## config.mk

```make
export PLATFORM = sky130hd
export DESIGN_NAME = rd_monitor
export DESIGN_NICKNAME = d
export VERILOG_FILES = /design/src/rtl/rd_monitor.sv
export SDC_FILE = /design/constraint.sdc
export NUM_CORES = 1
export LEC_CHECK = 0
export ABC_AREA = 1
export CAP_MARGIN = 40
export CORE_MARGIN = 8
export CORE_UTILIZATION = 42
export DETAILED_ROUTE_END_ITERATION = 8
export HOLD_SLACK_MARGIN = 0.06
export PLACE_DENSITY = 0.65
export SYNTH_ARGS = -nofsm -noshare
export SYNTH_HDL_FRONTEND = slang
export SYNTH_SLANG_ARGS = --single-unit
```

## constraint.sdc

```tcl
create_clock -name clk -period 5 [get_ports clk]
set_clock_uncertainty 0.1 [all_clocks]
set_input_delay 1.25 -clock clk [delete_from_list [all_inputs] [get_ports clk]]
set_output_delay 1.25 -clock clk [all_outputs]
set_load 0.005 [all_outputs]
```

## src/rtl/rd_monitor.sv

```systemverilog
// Running-disparity tracker and checker for 8b/10b encoder output.
// Chains RD across LANES symbols per beat, flags sign/magnitude errors and tracks sync.
module rd_monitor #(
  parameter int SYM_W     = 10,
  parameter int LANES     = 1,
  parameter int CNT_W     = 16,
  parameter int ERR_LIMIT = 4
) (
  input  logic                   clk,
  input  logic                   reset,
  input  logic                   startin,
  input  logic                   cnt_clr,
  input  logic [LANES*SYM_W-1:0] dataout,
  input  logic                   pushout,
  output logic                   RDout,
  output logic                   rd_locked,
  output logic                   disp_err,
  output logic [LANES-1:0]       err_lanes,
  output logic [CNT_W-1:0]       err_count,
  output logic                   sync_lost
);

  localparam int OW    = $clog2(SYM_W + 1);
  localparam int NW    = $clog2(LANES + 1);
  localparam int SUM_W = ((CNT_W > NW) ? CNT_W : NW) + 1;

  localparam logic [OW-1:0] HALF   = OW'(SYM_W / 2);
  localparam logic [OW-1:0] HALF_P = OW'(SYM_W / 2 + 1);
  localparam logic [OW-1:0] HALF_N = OW'(SYM_W / 2 - 1);

  localparam logic [7:0] LIMIT = 8'(ERR_LIMIT);
  localparam logic [SUM_W-1:0] CNT_MAX = SUM_W'({CNT_W{1'b1}});

  localparam logic [0:0] UNSYNC = 1'b0;
  localparam logic [0:0] SYNC   = 1'b1;

  logic [0:0]       state;
  logic [7:0]       consec;
  logic             rd_next;
  logic             sync_next;
  logic [LANES-1:0] mask;
  logic [NW-1:0]    err_num;
  logic [SUM_W-1:0] sum;

  // Lane chain: each lane sees the RD and sync status left by the previous lane.
  always_comb begin
    logic [SYM_W-1:0] sym;
    logic [OW-1:0]    ones;
    logic             pos;
    logic             neg;
    logic             zero;
    rd_next   = RDout;
    sync_next = (state == SYNC);
    mask      = '0;
    err_num   = '0;
    sym       = '0;
    ones      = '0;
    pos       = 1'b0;
    neg       = 1'b0;
    zero      = 1'b0;
    for (int k = 0; k < LANES; k++) begin
      sym  = dataout[k*SYM_W +: SYM_W];
      ones = '0;
      for (int b = 0; b < SYM_W; b++) begin
        ones = ones + OW'(sym[b]);
      end
      pos  = (ones == HALF_P);
      neg  = (ones == HALF_N);
      zero = (ones == HALF);
      if (!sync_next) begin
        if (pos || neg) begin
          rd_next   = pos;
          sync_next = 1'b1;
        end
      end else if (!(pos || neg || zero)) begin
        mask[k] = 1'b1;
      end else if (pos || neg) begin
        // A disparity matching the current RD is a sign error; RD snaps to sign(d) either way.
        if (pos == rd_next) begin
          mask[k] = 1'b1;
        end
        rd_next = pos;
      end
    end
    for (int k = 0; k < LANES; k++) begin
      err_num = err_num + NW'(mask[k]);
    end
  end

  always_comb begin
    sum = (cnt_clr ? '0 : SUM_W'(err_count)) + SUM_W'(err_num);
  end

  always_ff @(posedge clk) begin
    if (reset) begin
      state     <= UNSYNC;
      consec    <= '0;
      RDout     <= 1'b0;
      disp_err  <= 1'b0;
      err_lanes <= '0;
      err_count <= '0;
      sync_lost <= 1'b0;
    end else begin
      disp_err  <= 1'b0;
      err_lanes <= '0;
      sync_lost <= 1'b0;
      if (cnt_clr) begin
        err_count <= '0;
      end
      if (startin) begin
        state  <= SYNC;
        RDout  <= 1'b0;
        consec <= '0;
      end else if (pushout) begin
        RDout     <= rd_next;
        state     <= sync_next ? SYNC : UNSYNC;
        disp_err  <= |mask;
        err_lanes <= mask;
        err_count <= (sum > CNT_MAX) ? CNT_MAX[CNT_W-1:0] : sum[CNT_W-1:0];
        if (|mask) begin
          if (consec + 8'd1 >= LIMIT) begin
            state     <= UNSYNC;
            sync_lost <= 1'b1;
            consec    <= '0;
          end else begin
            consec <= consec + 8'd1;
          end
        end else if (sync_next) begin
          consec <= '0;
        end
      end
    end
  end

  assign rd_locked = (state == SYNC);

endmodule

```

Word-level counts from Yosys, hierarchy flattened --
Cells that the tools add are included.
Word-level totals: flip-flop bits (word level) 28, input bits 15, word-level logic and storage cells 58
Cells by class: add/subtract/negate cells 11, magnitude comparators 2, eq/ne operators 5, muxes and demuxes 23, bitwise gates (word level) 2, reduce and logical (&&, ||, !) cells 9
Operator list (count):
- $mux W16 | 5
- $add A4 B1 Y4 | 6
- $mux W8 | 3
- $add A16 B1 Y17 | 1
- $gt A17 B16 Y1 const B | 1
- $mux W1 | 15
- $eq A4 B3 Y1 const B | 3
- $add A8 B1 Y8 const B | 1
- $ge A8 B3 Y1 const B | 1
- $add A3 B1 Y4 | 1
- $reduce_and A2 Y1 | 2
- $reduce_bool A2 Y1 | 2
- $reduce_or A4 Y1 | 1
- $add A2 B1 Y3 | 1
- $reduce_or A3 Y1 | 1
- $add A1 B1 Y2 | 1
- $logic_or A1 B1 Y1 | 2
- $ne A2 B1 Y1 const B | 1
- $not A1 Y1 | 2
- $reduce_or A2 Y1 | 1
- $eq A1 B1 Y1 | 1

Logic depth before layout (Yosys ltp) --
Gate-level depths: netlist (run 1).
depth after elaboration 20, depth in mapped cells 26, gate-level depth less buffers 26

Worst setup path after synthesis (run 1) --
Ideal clock, no wire load.
path kind input -> register, start point in dataout[0], end point reg err_count[12], arrival 4.892 ns, data required time 4.791 ns, slack -0.101 ns, cell stages on the path 22, path buffers 0, cell sequence fa_1 > fa_1 > inv_1 > fa_1 > inv_1 > ha_1 > inv_1 > fa_1 > xor2_1 > inv_1 > nand3_1 > nand2_1 > inv_1 > ha_1 > ha_1 > nand2_1 > nor2_4 > and2_2 > nand3_4 > nand3_1 > nand2_1 > inv_1
On the way: cells in the longest elaborated chain, start to end 20, elaborated cells between the ends (all ways) 24, those cells by class add/sub: 10; order compare: 1; eq/ne: 4; mux: 7; reduce/logical: 2
RTL lines:
- start, declared | line 13 | input logic [LANES*SYM_W-1:0] dataout,
- $add A1 B1 Y2 (*) | line 65 | ones = ones + OW'(sym[b]);
- $add A2 B1 Y3 (*) | line 65
- $add A3 B1 Y4 (*) | line 65
- $add A4 B1 Y4 (*) (6 in series) | line 65
- $eq A4 B3 Y1 | line 67 | pos = (ones == HALF_P);
- $eq A1 B1 Y1 | line 79 | if (pos == rd_next) begin
- $mux W1 | line 79
- $mux W1 | line 77 | end else if (pos || neg) begin
- $mux W1 (*) | line 75 | end else if (!(pos || neg || zero)) begin
- $mux W1 (*) | line 70 | if (!sync_next) begin
- named net err_num | line 42 | logic [NW-1:0] err_num;
- $add A16 B1 Y17 (*) | line 91 | sum = (cnt_clr ? '0 : SUM_W'(err_count)) + SUM_W'(err_num);
- $gt A17 B16 Y1 | line 119 | err_count <= (sum > CNT_MAX) ? CNT_MAX[CNT_W-1:0] : sum[CNT_W-1:0];
- $mux W16 (*) | line 119
- $mux W16 (*) | line 114 | end else if (pushout) begin
- $mux W16 (*) | line 110 | if (startin) begin
- end signal, assigned | line 119
- end, declared | line 19 | output logic [CNT_W-1:0] err_count,
The timed path passes the listed nets; every way through them passes the cells marked *. A chain may end at the register's enable or synchronous reset.

Final worst setup path (run 1) --
start point in dataout[0], end point reg err_lanes
On the way: cells in the longest elaborated chain, start to end 15, elaborated cells between the ends (all ways) 19, those cells by class add/sub: 9; eq/ne: 4; mux: 4; reduce/logical: 2
RTL lines:
- $add A1 B1 Y2 (*) | line 65
- $add A2 B1 Y3 (*) | line 65
- $add A3 B1 Y4 (*) | line 65
- $add A4 B1 Y4 (*) (6 in series) | line 65
- $eq A4 B3 Y1 | line 67
- $eq A1 B1 Y1 | line 79
- $mux W1 | line 79
- $mux W1 | line 77
- $mux W1 (*) | line 75
- $mux W1 (*) | line 70
- end signal, assigned | line 118 | err_lanes <= mask;
- end, declared | line 18 | output logic [LANES-1:0] err_lanes,
Every way passes the cells marked *; elsewhere a longest branch is shown, timed or not.

==> results.yml, run 1 <==
pwr:
  ir_worst_vdd_mv: 0.216
  power_density_nw_per_um2: 250
  p_leak_nw: 1.17
global_route:
  antenna_found_initial: 0
  grt_pass1_wl_mm: 8.73
  grt_max_degree: 17
  grt_pass1_vias: 1878
  track_usage_pct: 14.5
  grt-ovfl-total: 0
hold_path:
  hold_path_class: "flop to flop"
synth:
  synth.area.top_cells: "dfxtp_1 (30%), nand2_1 (12%), inv_1 (9.7%)"
  ys_ff_latch: 28
  synthDistinctLibCells: 32
  ys_warn_count: 0
  syn_avg_cell_area_sq_um: 7.06
  synth.most_common_cell: "nand2_1"
  netlist_area_sq_um: 1900
  syn-num-nets: 296
  seq_area_frac_synth_pct: 29.5
  synthArstFlopShare_pct: 0
  postSynthCellCount: 269
  synth_edf_count: 0
  yosysTopAreaCellShare_pct: 29.5
  synthFlopType: "dfxtp_1"
  synth_area_leader_cell: "dfxtp_1"
  yosys-top-cells-count: "nand2_1 (59), inv_1 (49), dfxtp_1 (28)"
sta:
  maxSlewHeadroom_pct: 51.0
  final-setup-viol-count: 17
  tightest_slew_ns: 0.732
  post-route-min-period_ns: 5.14
  rsz0062_at_grt: "yes"
  timing.setup.tns_ns: -1.39
  drv_slew: 0
  timing_hold_violations_final: 0
  fin_crit_sh_pct: 103
  max_freq_mhz: 195
  fin_ws_ns: -0.139
run:
  maxCapViolCount: 0
place:
  dp_hpwl_mm: 3.60
  place_area_sq_um: 2360
  finalWeightedCongestion: 0.832
  placed_cells: 357
  numPortBuffers: 35
  preCtsSetupSlack_ns: -0.766
die:
  core-area_sq_um: 4350
  ioPinCount: 36
  die_w_um: 83.2
  die_area_sq_um: 6930
  rows: 24
  start_util_pct: 43.6
  die_h_um: 83.2
setup_path:
  startpoint_type: "input pin"
  critical_path_arrival_ns: 5.24
  critPathMaxFanout: 3
  end_kind: "flop"
  crit_required_ns: 5.10
  path_class: "input pin to flop"
route:
  wl_per_cell_um: 13.4
  via_per_inst: 4.95
  vias: 1860
  dr.first_iter.drc_count: 142
  wl_mm: 5.04
  dr.pass1.iters: 4
  drc_errors: 0
  postRouteAntennaNets: 0
clock_network:
  clkLatencyLatePin_ns: 0.28
  numCtsBuffers: 3
  htreeDepth: 1
  path_clk_slew_ns: 0.10
  cts.hold.buffers_added: 0
  clockBufferDepth: 2
  cts_tree: "built"
  clock_sink_count: 28
  cts-root-buf: "clkbuf_8"
cells_and_area:
  layout.nets: 352
  drive_above_1_share_pct: 27.5
  areaGrowthSynthToFinish_pct: 38.5
  final_util_pct: 60.4
  finalInstanceArea_sq_um: 2630
  layout.cells.non_filler: 376
  antenna_cells: 0
status:
  violations: "negative setup slack"
  outcome: "finished, violations left"
-- cells in the final DEF, fill, tap and decap left out, drive strengths merged --
cell,netlist,layout
a21oi,12,12
a31oi,2,2
and2,1,1
buf,4,27
bufinv,0,1
clkbuf,1,3
clkdlybuf4s50,0,29
clkinv,1,1
dfxtp,28,28
fa,6,6
ha,6,6
inv,55,55
nand2,64,64
nand3,21,21
nand4,6,6
nor2,37,37
nor3,7,7
nor3b,2,2
o21ai,9,9
xnor2,2,2
xor2,5,5
-- metal layers --
metal  global-route usage [%]  vias up  part of all wire [%]
met1                     18.8      854                    45
met5                        0        -                     0
met4                     5.27        0                   1.7
met2                     23.5       64                    48
met3                     2.44        8                   6.0
li1                         -      934                     -
-- power breakdown --
group          switching [mW]  total (mW)  internal (mW)
Sequential            0.00286       0.229          0.226
Combinational           0.119       0.243          0.124
Clock                  0.0781       0.185          0.107
Total                   0.200       0.658          0.458
-- final timing paths --
path                   start   endpoint  slack [ns]  cells after the start
setup / recovery  dataout[0]  err_lanes       -0.14                     22
hold / removal     consec[6]  consec[6]        0.35                      2
setup reg to reg       RDout  err_lanes        2.91                     13
hold reg to reg    consec[6]  consec[6]        0.35                      2
-- cell families after synthesis --
family / count (synthesis) / share of synthesized area, %
simple gates: 138 / 37.3
buf+inv: 61 / 13.2
flops: 28 / 29.5
compound gates: 23 / 6.39
fa+ha+maj: 12 / 10.3
xor+xnor: 7 / 3.23
-- per-stage QoR --
step | hold WS [ns] | power, mW
CTS | 0.350 | 0.627
global placement | 0.329 | 0.398
global route | 0.369 | 0.696
floorplan | 0.322 | 0.343
finish | 0.350 | 0.658
detailed placement | 0.334 | 0.403
-- area by class of cell --
type | instances | area (sq um)
fillers | 387 | 1730
clock buffers | 3 | 41.3
multi-input cells | 180 | 1220
flip-flops and latches | 28 | 561
well taps | 52 | 65.1
inverters | 56 | 210
clock inverters | 1 | 30.0
repair buffers | 56 | 500
-- worst max-delay path: stages --
cell and delay, ns:
buf_6 0.09, fa_1 0.52, fa_1 0.53, inv_1 0.05
fa_1 0.42, inv_1 0.07, ha_2 0.18, inv_2 0.04
fa_1 0.55, xor2_1 0.16, inv_1 0.07, nand3_2 0.09
nand2_2 0.07, buf_4 0.13, buf_6 0.10, buf_4 0.12
buf_4 0.12, buf_4 0.12, buf_4 0.13, buf_4 0.12
buf_4 0.13, nor3_4 0.17
-- state kept, by name, indices dropped and copies added (netlist names) --
signal     count
RDout          1
err_count     16
sync_lost      1
rd_locked      1
err_lanes      1
consec         8
-- what timing repair did --
item	4_1_cts	5_1_grt
cloned	0	0
resized for setup	33	14
endpoints found under the setup margin	16	17
pin swaps	18	21
buffers inserted	10	5
endpoints found under the hold margin	0	0
Note: power is estimated with default switching activity, not from simulation.
==> run 2, diff against run 1 <==
--- a/config.mk
+++ b/config.mk
@@ -11,7 +11,7 @@
 export CORE_UTILIZATION = 42
 export DETAILED_ROUTE_END_ITERATION = 8
 export HOLD_SLACK_MARGIN = 0.06
-export PLACE_DENSITY = 0.65
+export PLACE_DENSITY = 0.63
 export SYNTH_ARGS = -nofsm -noshare
 export SYNTH_HDL_FRONTEND = slang
 export SYNTH_SLANG_ARGS = --single-unit
==> constraint.sdc (replaced) <==
create_clock -name clk -period 6.3 [get_ports clk]
set_clock_uncertainty 0.1 [all_clocks]
set_input_delay 1.575 -clock clk [delete_from_list [all_inputs] [get_ports clk]]
set_output_delay 1.575 -clock clk [all_outputs]
set_load 0.005 [all_outputs]
==> run 2 against run 1 <==
  * The flow now finishes without violations
  * Combinational power shrank 53%
  * Register-to-register slack improved by 1.2 ns
  * Core utilization is 6.6 points lower
  * Sequential power decreased by 21%
==> results.yml, run 2 (synthesized netlist as in run 1, its figures left out) <==
status:
  outcome: "complete, no violations"
clock_network:
  cts.hold.buffers_added: 0
  clockBufferDepth: 2
  cts_tree: "built"
  clock_sink_count: 28
  cts_resized: 0
  path_clk_slew_ns: 0.10
  numCtsBuffers: 3
  clkLatencyLatePin_ns: 0.28
  cts-root-buf: "clkbuf_8"
  cts_setup_buffers: 0
  htreeDepth: 1
die:
  die_w_um: 83.2
  die_h_um: 83.2
  core-area_sq_um: 4350
  rows: 24
  start_util_pct: 43.6
  ioPinCount: 36
  die_area_sq_um: 6930
route:
  wl_met2_mm: 1.83
  dr.pass1.iters: 4
  met3_wirelength_um: 200
  via_per_inst: 4.71
  vias: 1672
  wl_mm: 4.16
  top_layer_used: "met4"
  wl_met1_mm: 2.08
  wl_per_cell_um: 11.7
  dr.first_iter.drc_count: 81
  drc_errors: 0
  postRouteAntennaNets: 0
sta:
  drv_slew: 0
  rsz0062_at_grt: "no"
  fin_crit_sh_pct: 92.5
  timing.setup.tns_ns: 0
  timing_hold_violations_final: 0
  max_freq_mhz: 172
  maxSlewHeadroom_pct: 49.3
  final-setup-viol-count: 0
  post-route-min-period_ns: 5.83
  fin_ws_ns: 0.470
  tightest_slew_ns: 0.758
global_route:
  grt_max_degree: 17
  antenna_found_initial: 0
  track_usage_pct: 12.4
  grt-ovfl-total: 0
  grt_pass1_wl_mm: 7.40
  grt_pass1_vias: 1657
place:
  placed_cells: 351
  finalWeightedCongestion: 0.840
  dp_hpwl_mm: 3.34
  preCtsSetupSlack_ns: 0.178
  numPortBuffers: 35
pwr:
  ir_worst_vdd_mv: 0.106
  p_leak_nw: 1.02
  power_density_nw_per_um2: 188
hold_path:
  worstHoldStart: "consec[6]"
  hold_path_class: "flop to flop"
cells_and_area:
  layout.nets: 331
  drive_above_1_share_pct: 12.2
  layout.cells.non_filler: 355
  mostFrequentLayoutCells: "nand2_1 (59), inv_1 (49), clkdlybuf4s50_1 (35), dfxtp_1 (28), nor2_1 (23)"
  largest_reg_flops: 16
  n_fill_cell: 412
  areaGrowthSynthToFinish_pct: 23.5
  antenna_cells: 0
  final_common_cell: "nand2_1"
  reg_top3: "err_count x16, consec x8"
  largest-register: "err_count"
setup_path:
  critPathMaxFanout: 6
  slowest_stage: "fa_1"
  end_kind: "flop"
  path_class: "input pin to flop"
  critPathMaxStageDelay_ns: 0.53
  crit_required_ns: 6.43
  crit_top_cell: "inv_1"
  cp_num_buf_inv: 7
  startpoint_type: "input pin"
  crit_family: "adder cells"
  critical_path_arrival_ns: 5.96
  crit_chain: "clkdlybuf4s50_1, fa_1, fa_1, inv_1, fa_1, inv_1, ha_1, inv_1, fa_1, xor2_1, inv_1, nand3_1, nand2_1, inv_1, ha_1, ha_1, nand2_1, nor2_4, nand3_2, nor2_4, nand2_4, nand3_1, nand2_1, inv_1"
  rr_startpoint: "RDout"
  setup.worst_path.start: "dataout[0]"
run:
  maxCapViolCount: 0
[run 2: cell count changes in the layout (fill, tap and decap cells not counted), sizes merged]
cell | before | now
buf | 27 | 0
clkdlybuf4s50 | 29 | 35
[run 2: power breakdown]
part,switching [mW],internal [mW],total (mW)
registers,0.00233,0.180,0.182
logic,0.0657,0.0488,0.114
clock network,0.0593,0.0851,0.144
[run 2: final cells by class]
cell class	instances	area (sq um)	share of cell area, %
well taps	52	65.1	2.78
clock inverters	1	30.0	1.28
multi-input cells	180	1090	46.3
clock buffers	3	41.3	1.76
inverters	56	210	8.97
flip-flops and latches	28	561	23.9
repair buffers	35	350	14.9
[run 2: stage by stage]
step / hold WS, ns / power (mW) / util, % / cell area [sq um]
6_report: 0.351 / 0.441 / 53.8 / 2340
5_1_grt: 0.374 / 0.474 / 53.8 / 2340
4_1_cts: 0.349 / 0.446 / 53.8 / 2340
3_5_place_dp: 0.334 / 0.301 / 52.2 / 2270
3_3_place_gp: 0.330 / 0.301 / 52.2 / 2270
2_1_floorplan: 0.322 / 0.271 / - / 1900
[run 2: worst reg2reg max path, cell delays in order, from the launching register on]
cell     delay (ns)
dfxtp_1        0.39
xor2_1         0.15
inv_1          0.05
nand3_1        0.09
nand2_1        0.07
inv_1          0.07
ha_1           0.17
ha_1           0.20
nand2_1        0.10
nor2_4         0.17
nand3_2        0.10
nor2_4         0.16
nand2_4        0.11
nand3_1        0.09
nand2_1        0.06
inv_1          0.06
[run 2: layer usage]
layer / up-vias / track usage (%)
li1: 903 / -
met1: 732 / 15.7
met2: 33 / 20.4
met3: 4 / 2.15
met4: 0 / 4.31
met5: - / 0
[run 2: worst paths after layout]
path / cells past startpoint / endpoint / slack, ns
worst min register to register: 2 / consec[6] / 0.35
worst max register to register: 15 / err_count[10] / 4.10
worst max-delay path: 24 / err_count[10] / 0.47
worst min-delay path: 2 / consec[6] / 0.35
==> RTL edit, RTL diff (settings of run 2) <==
Register the output `err_count` once more; this adds one clock of latency there. The other outputs are not delayed to match.
--- a/src/rtl/rd_monitor.sv
+++ b/src/rtl/rd_monitor.sv
@@ -33,6 +33,8 @@
 
   localparam logic [0:0] UNSYNC = 1'b0;
   localparam logic [0:0] SYNC   = 1'b1;
+
+  logic [CNT_W-1:0] err_count_s0;
 
   logic [0:0]       state;
   logic [7:0]       consec;
@@ -88,7 +90,7 @@
   end
 
   always_comb begin
-    sum = (cnt_clr ? '0 : SUM_W'(err_count)) + SUM_W'(err_num);
+    sum = (cnt_clr ? '0 : SUM_W'(err_count_s0)) + SUM_W'(err_num);
   end
 
   always_ff @(posedge clk) begin
@@ -98,14 +100,14 @@
       RDout     <= 1'b0;
       disp_err  <= 1'b0;
       err_lanes <= '0;
-      err_count <= '0;
+      err_count_s0 <= '0;
       sync_lost <= 1'b0;
     end else begin
       disp_err  <= 1'b0;
       err_lanes <= '0;
       sync_lost <= 1'b0;
       if (cnt_clr) begin
-        err_count <= '0;
+        err_count_s0 <= '0;
       end
       if (startin) begin
         state  <= SYNC;
@@ -116,7 +118,7 @@
         state     <= sync_next ? SYNC : UNSYNC;
         disp_err  <= |mask;
         err_lanes <= mask;
-        err_count <= (sum > CNT_MAX) ? CNT_MAX[CNT_W-1:0] : sum[CNT_W-1:0];
+        err_count_s0 <= (sum > CNT_MAX) ? CNT_MAX[CNT_W-1:0] : sum[CNT_W-1:0];
         if (|mask) begin
           if (consec + 8'd1 >= LIMIT) begin
             state     <= UNSYNC;
@@ -134,5 +136,9 @@
 
   assign rd_locked = (state == SYNC);
 
+  always_ff @(posedge clk) begin
+    err_count <= err_count_s0;
+  end
+
 endmodule
 
Check against the original RTL: not equivalent (Yosys sat finds a counterexample within 4 cycles, from zero or initial values and one cycle with reset high).
==> RTL edit against run 2 <==
  * Critical endpoint is now err_count_s0[14]
  * First-iteration DRC count down 12%
  * Power is 28% higher
  * Area after synthesis increased by 17%
  * Sequential power is 57% higher
  * Critical path type unchanged
  * Sequential cell count rose by 16
  * Utilization is 0.74 points lower
  * Wire length grew 8.6%
  * Combinational power increased by 4%
  * Synthesized cell count is 11% higher
  * Setup slack lost 0.015 ns
  * Final area up 16%
==> RTL edit: results (changes against run 2) <==
| Metric | Value |
|---|---|
| Drt via density | 4.55 (was 4.71) |
| Pleak | 1.18 nW (was 1.02 nW) |
| Yosys cell types | 32 (unchanged) |
| CTS buffer count | 5 (was 3) |
| Drt initial violations | 71 (was 81) |
| First-pass GRT wire length | 7.91 mm (was 7.40 mm) |
| Vias in the first global route | 1865 (was 1657) |
| Int Pwr | 0.409 mW (was 0.313 mW) |
| Seq pwr | 0.286 mW (was 0.182 mW) |
| Nets | 364 (was 331) |
| Sequential Power Share | 50.5% (was 41.3%) |
| Total track usage | 12.8% (was 12.4%) |
| CP max stage cell | fa_1 (unchanged) |
| Avg WL per Cell | 11.1 um (was 11.7 um) |
| Post-synth top cells | nand2_1, inv_1, dfxtp_1 (unchanged) |
| Fillers | 528 (was 412) |
| Cell total after placement | 400 (was 351) |
| Routability cong. | 0.839 (was 0.840) |
| Finished Layout Cells | 407 (was 355) |
| H-tree Lvls | 2 (was 1) |
| Max rail drop VDD | 0.0000880 V (was 0.000106 V) |
| Register area share after synthesis | 39.8% (was 29.5%) |
| Clock Pin Slew Worst Setup and Hold Paths | 0.08 ns (was 0.10 ns) |
| Dpl cell area | 2630 um2 (was 2270 um2) |
| Regs by FF count | err_count (16), err_count_s0 (16), consec (8) (was err_count (16), consec (8)) |
| WP data arrival | 5.94 ns (was 5.96 ns) |
| CP Max Fanout | 5 (was 6) |
| Synth top area cells | dfxtp_1, nand2_1, inv_1 (unchanged) |
| Cells after Synth | 298 (was 269) |
| Syn Nets | 325 (was 296) |
| Status | finished clean (unchanged) |
| Post-place setup slack | 0.143 ns (was 0.178 ns) |
| Share of layout cells above drive strength 1 | 8.61% (was 12.2%) |
| Clock power frac | 28.7% (was 32.8%) |
| Largest net degree at the start of global routing | 15 (was 17) |
| Register area | 881 um2 (was 561 um2) |
| Crit-path max cell delay | 0.51 ns (was 0.53 ns) |
-- RTL edit: cell types whose count changed in the layout (fill, tap and decap cells not counted), sizes merged, moves of 2 or more --
cell | run 2 | this run
xor2 | 5 | 7
nand3 | 21 | 18
inv | 55 | 59
nand2 | 64 | 66
xnor2 | 2 | 0
clkbuf | 3 | 6
dfxtp | 28 | 44
o21ai | 9 | 12
nor2 | 37 | 46
-- RTL edit: final timing paths --
check	slack, ns	cells past startpoint	startpoint	end
worst max-delay path	0.46	27	dataout[0]	err_count_s0[14]
worst min-delay path	0.25	0	err_count_s0[3]	err_count[3]
worst max register to register	4.09	16	RDout	err_count_s0[14]
worst min register to register	0.25	0	err_count_s0[3]	err_count[3]
-- RTL edit: cell families (layout without fill, tap and decap cells) --
logic type                 count (synthesis)  count (layout)  share of synthesized area (%)
xor gates and xnor gates                   7               7                           2.77
and+or+nand+nor                          145             145                           31.0
buffers and inverters                     64             103                           11.5
adders and majority gates                 12              12                           8.81
AOI/OAI and AO/OA                         26              26                           6.21
DFF                                       44              44                           39.8
-- RTL edit: routing by layer --
layer / global-route usage (%) / vias up / wire length [um]
li1: - / 992 / -
met1: 14.4 / 811 / 2090
met2: 22.2 / 43 / 2120
met3: 3.06 / 6 / 248
met4: 5.38 / 0 / 65
met5: 0 / - / 0
-- RTL edit: cell type report --
class / instances / share of cell area [%]
Clock inverter: 1 / 0.185
Clock buffer: 6 / 2.68
Sequential cell: 44 / 32.5
Timing Repair Buffer: 36 / 13.2
Tap cell: 70 / 3.23
Multi-Input combinational cell: 190 / 39.9
Inverter: 60 / 8.35
-- RTL edit: worst register-to-register path: cells and delay by family, from the launching register on --
kind,cells,cell delay [ns]
xor gates and xnor gates,1,0.15
buffers and inverters,4,0.28
and+or+nand+nor,9,0.84
adders and majority gates,2,0.37
DFF,1,0.38
